**src/rtl/serializer_pkg.sv**
```systemverilog
// serializer_pkg: shared state encoding and default word width for the TX serializer.
package serializer_pkg;
  localparam int DATA_WIDTH_DEF = 8;
  typedef enum logic {IDLE, SHIFT} state_t;
endpackage

```
**src/rtl/serializer_piso.sv**
```systemverilog
// serializer_piso: parallel-in serial-out shifter with gapless back-to-back reload on the final bit.
module serializer_piso
  import serializer_pkg::*;
#(
  parameter int   DATA_WIDTH = DATA_WIDTH_DEF,
  parameter bit   MSB_FIRST  = 1'b0,
  parameter logic IDLE_LEVEL = 1'b0
) (
  input  logic                  clk,
  input  logic                  rst,
  input  logic                  LOAD,
  input  logic [DATA_WIDTH-1:0] BUFF,
  output logic                  sdo,
  output logic                  ready,
  output logic                  TX_active,
  output logic                  shift
);
  localparam int CW = $clog2(DATA_WIDTH);
  localparam logic [CW-1:0] LAST = CW'(DATA_WIDTH - 1);
  state_t state, state_nx;
  logic [DATA_WIDTH-1:0] sreg, sreg_nx;
  logic [CW-1:0] cnt, cnt_nx;
  logic last, accept;
  always_comb begin
    last = state == SHIFT && cnt == LAST;
    accept = LOAD && (state == IDLE || last);
    state_nx = state;
    sreg_nx = sreg;
    cnt_nx = cnt;
    if (accept) begin
      state_nx = SHIFT;
      sreg_nx = BUFF;
      cnt_nx = '0;
    end else if (state == SHIFT) begin
      state_nx = last ? IDLE : SHIFT;
      sreg_nx = MSB_FIRST ? {sreg[DATA_WIDTH-2:0], 1'b0} : {1'b0, sreg[DATA_WIDTH-1:1]};
      cnt_nx = last ? '0 : cnt + 1'b1;
    end
  end
  always_ff @(posedge clk or negedge rst)
    if (!rst) begin
      state <= IDLE;
      sreg <= '0;
      cnt <= '0;
    end else begin
      state <= state_nx;
      sreg <= sreg_nx;
      cnt <= cnt_nx;
    end
  assign ready = state == IDLE;
  assign TX_active = state == SHIFT;
  assign shift = TX_active && cnt != LAST;
  assign sdo = TX_active ? (MSB_FIRST ? sreg[DATA_WIDTH-1] : sreg[0]) : IDLE_LEVEL;
endmodule

```
**config.mk**
```make
export PLATFORM = sky130hd
export DESIGN_NAME = serializer_piso
export DESIGN_NICKNAME = d
export VERILOG_FILES = /design/src/rtl/serializer_pkg.sv /design/src/rtl/serializer_piso.sv
export SDC_FILE = /design/constraint.sdc
export NUM_CORES = 1
export LEC_CHECK = 0
export ABC_CLOCK_PERIOD_IN_PS = 3970
export BUFFER_PORTS_ARGS = -buffer_cell sky130_fd_sc_hd__buf_2
export CAP_MARGIN = 10
export CORE_AREA = 2 2 39 41
export CTS_CLUSTER_DIAMETER = 150
export DETAILED_ROUTE_END_ITERATION = 7
export DIE_AREA = 0 0 41 43
export PLACE_DENSITY = 0.7
export SLEW_MARGIN = 30
export SYNTH_ARGS = -nofsm -noshare
export SYNTH_HDL_FRONTEND = slang
export SYNTH_SLANG_ARGS = --single-unit
```
**constraint.sdc**
```tcl
create_clock -name clk -period 3.97 [get_ports clk]
set_input_delay 0.1985 -clock clk [delete_from_list [all_inputs] [get_ports clk]]
set_output_delay 0.1985 -clock clk [all_outputs]
set_load 0.01 [all_outputs]
```
==> impl_metrics.yaml <==
power_and_ir_drop:
  vdd_drop_max_mv: 0.338
  power.density_nw_per_um2: 667
  cellLeakagePower_nw: 0.363
setup_path:
  r2r_start: "TX_active"
  r2r_slack_ps: 2230
  crit_family: "flip-flops"
  cp-endpoint: "shift"
  crit_start: "TX_active"
  reg2reg_depth: 3
  worstSetupStartpointType: "flip-flop"
  cpPeakStageDelay_ps: 750
  cp_data_required_time_ps: 3770
  critical_path_buf_inv_count: 2
  worstPathMaxFanout: 22
  cp_cell_sequence: "nand2b_1 > inv_1 > buf_2"
  end_kind: "output port"
  arrival_ps: 1740
  crit_cells: 3
  critical_path_class: "flip-flop to output port"
  reg2reg_to: "sreg[0]"
  slowest_stage: "dfrtp_1"
clocking:
  htreeDepth: 1
  cts_resized: 0
  cts_setup_buffers: 0
  clk_pin_slew_ps: 70
  clkSinkCount: 12
  cts_buffers: 3
  cts-root-buf: "clkbuf_4"
  cts_max_path_buffers: 2
  cts_tree: "yes"
  holdBufCountCts: 1
  clock_latency_ps: 260
detailed_routing:
  drt_wl_total_um: 1100
  drt-initial-drc-count: 10
  vias: 465
  dr.pass1.iters: 4
  wl_met3_um: 37
  m1WireLength_um: 553
  highest_layer: "met4"
  wl_met2_um: 502
  drc: 0
  post_drt_wl_per_cell_um: 12.8
  antenna_left: 0
  avgViaCountPerCell: 5.41
place:
  portBuffers: 14
  globalplace.congestion: 0.720
  preCtsSetupSlack_ps: 2220
  dp_cells: 82
  dpl-instance-area_um2: 689
global_routing:
  grt_max_degree: 23
  antenna_found_initial: 0
  first_global_vias: 458
  track_usage_pct: 16.1
  grt_pass1_wl_um: 1930
  grt-ovfl-total: 0
floorplanning:
  core-area_um2: 1380
  die_y_um: 43
  rows: 14
  floorplan.initialDensity_pct: 45.7
  die_x_um: 41
  die-area_um2: 1760
  pin_count: 15
final_layout:
  nets: 85
  stdcell_area_um2: 722
  diodes: 0
  nFillCells: 127
  finalNonFillerCells: 86
  seq_area_um2: 300
  layout-drive-gt1-share_pct: 34.3
  multiInputGateArea_um2: 288
  area_growth_pct: 14.3
logic_synthesis:
  ys_warn_count: 0
  synth_area_um2: 632
  syn_avg_cell_area_um2: 11.3
  syn_inst: 56
  synth-seq-area-share_pct: 47.5
  postSynthRegisterBits: 12
  synth_cell_type_count: 16
  syn-num-nets: 69
sta:
  period_minus_slack_ps: 1940
  skew_ps: 4.15
  finalSetupTns_ps: 0
  max_freq_ghz: 0.515
  period_share_pct: 48.9
  fin_hold_ws_ps: 184
  setup_viol: 0
  relSlewSlack_pct: 58.1
  final_hold_viol_count: 0
  worstMarginPinSlew_ps: 629
  finalMaxSlewViolations: 0
  rsz0062_at_grt: "no"
  final_critical_path_setup_slack_ps: 2030
flow_run:
  cap_violations: 0
min_path:
  min_path_type: "primary input to flip-flop"
status:
  status: "finished clean"
==> flip-flops by register name, indices dropped and copies added (netlist names) <==
name and count:
sreg 8, cnt 3, TX_active 1
==> worst min path at each step <==
stage | from | to | slack, ps | depth (start not counted)
floorplan | rst | TX_active | -100 | 0
global placement | rst | cnt[0] | 90 | 1
detailed placement | rst | cnt[1] | 90 | 1
CTS | BUFF[7] | sreg[7] | 190 | 3
global route | BUFF[7] | sreg[7] | 190 | 3
finish | BUFF[7] | sreg[7] | 180 | 3
==> cell families (layout without fill, tap and decap cells) <==
kind of cell,count (synthesis),count (layout),synth area share [%]
fa+ha+maj,2,2,3.96
compound gates,18,18,26.5
flops,12,12,47.5
simple gates,16,16,13.5
mux,1,1,1.58
buf+inv,7,21,6.93
==> metrics by stage <==
| step | util, % | power [mW] |
|---|---|---|
| 2_1_floorplan | - | 0.375 |
| 3_3_place_gp | 49.8 | 0.409 |
| 3_5_place_dp | 49.8 | 0.413 |
| 4_1_cts | 52.2 | 0.488 |
| 5_1_grt | 52.2 | 0.529 |
| 6_report | 52.2 | 0.481 |
==> metal layers <==
metal / track usage, % / vias up
li1: - / 238
met1: 21.8 / 218
met2: 22.8 / 7
met3: 3.14 / 2
met4: 10.0 / 0
met5: 0 / -
==> final cells by class <==
type                       count  area share (%)
tap                           16            2.77
inverter                       3            1.56
sequential                    12            41.6
clock buffer                   3            3.12
multi-input combinational     37            39.9
timing repair buffer          15            11.1
==> where the power goes <==
group          switching [mW]  total, mW  internal [mW]
sequential             0.0462      0.218          0.172
combinational          0.0836      0.191          0.107
clock                  0.0374     0.0724         0.0350
==> cells in the mapped netlist <==
cell type	n	area, µm²
buf_2	2	10.0
nand2b_1	2	12.5
nand2_1	5	18.8
ha_1	2	25.0
and2_1	1	6.26
nor2_1	1	3.75
mux2i_1	1	10.0
nor2b_1	7	43.8
o2bb2ai_1	1	8.76
o221a_2	7	78.8
a211o_1	7	61.3
dfrtp_1	12	300
buf_6	2	22.5
inv_1	3	11.3
o32ai_1	1	8.76
o21ai_0	2	10.0
==> placed cells by master, fill, tap and decap left out <==
cell	instances
nor2b_1	7
nor2_1	1
buf_2	14
inv_1	3
clkbuf_4	3
nand2_1	5
dlygate4sd3_1	1
mux2i_1	1
nand2b_1	2
a211o_1	7
ha_1	2
dfrtp_1	12
o2bb2ai_1	1
and2_1	1
o21ai_0	2
o32ai_1	1
o221a_2	7
==> worst reg2reg max path, delay by kind of cell (launching register included) <==
kind | cells | cell delay [ps]
compound gates | 1 | 230
flops | 1 | 750
simple gates | 2 | 700
Note: power is estimated with default switching activity, not from simulation.
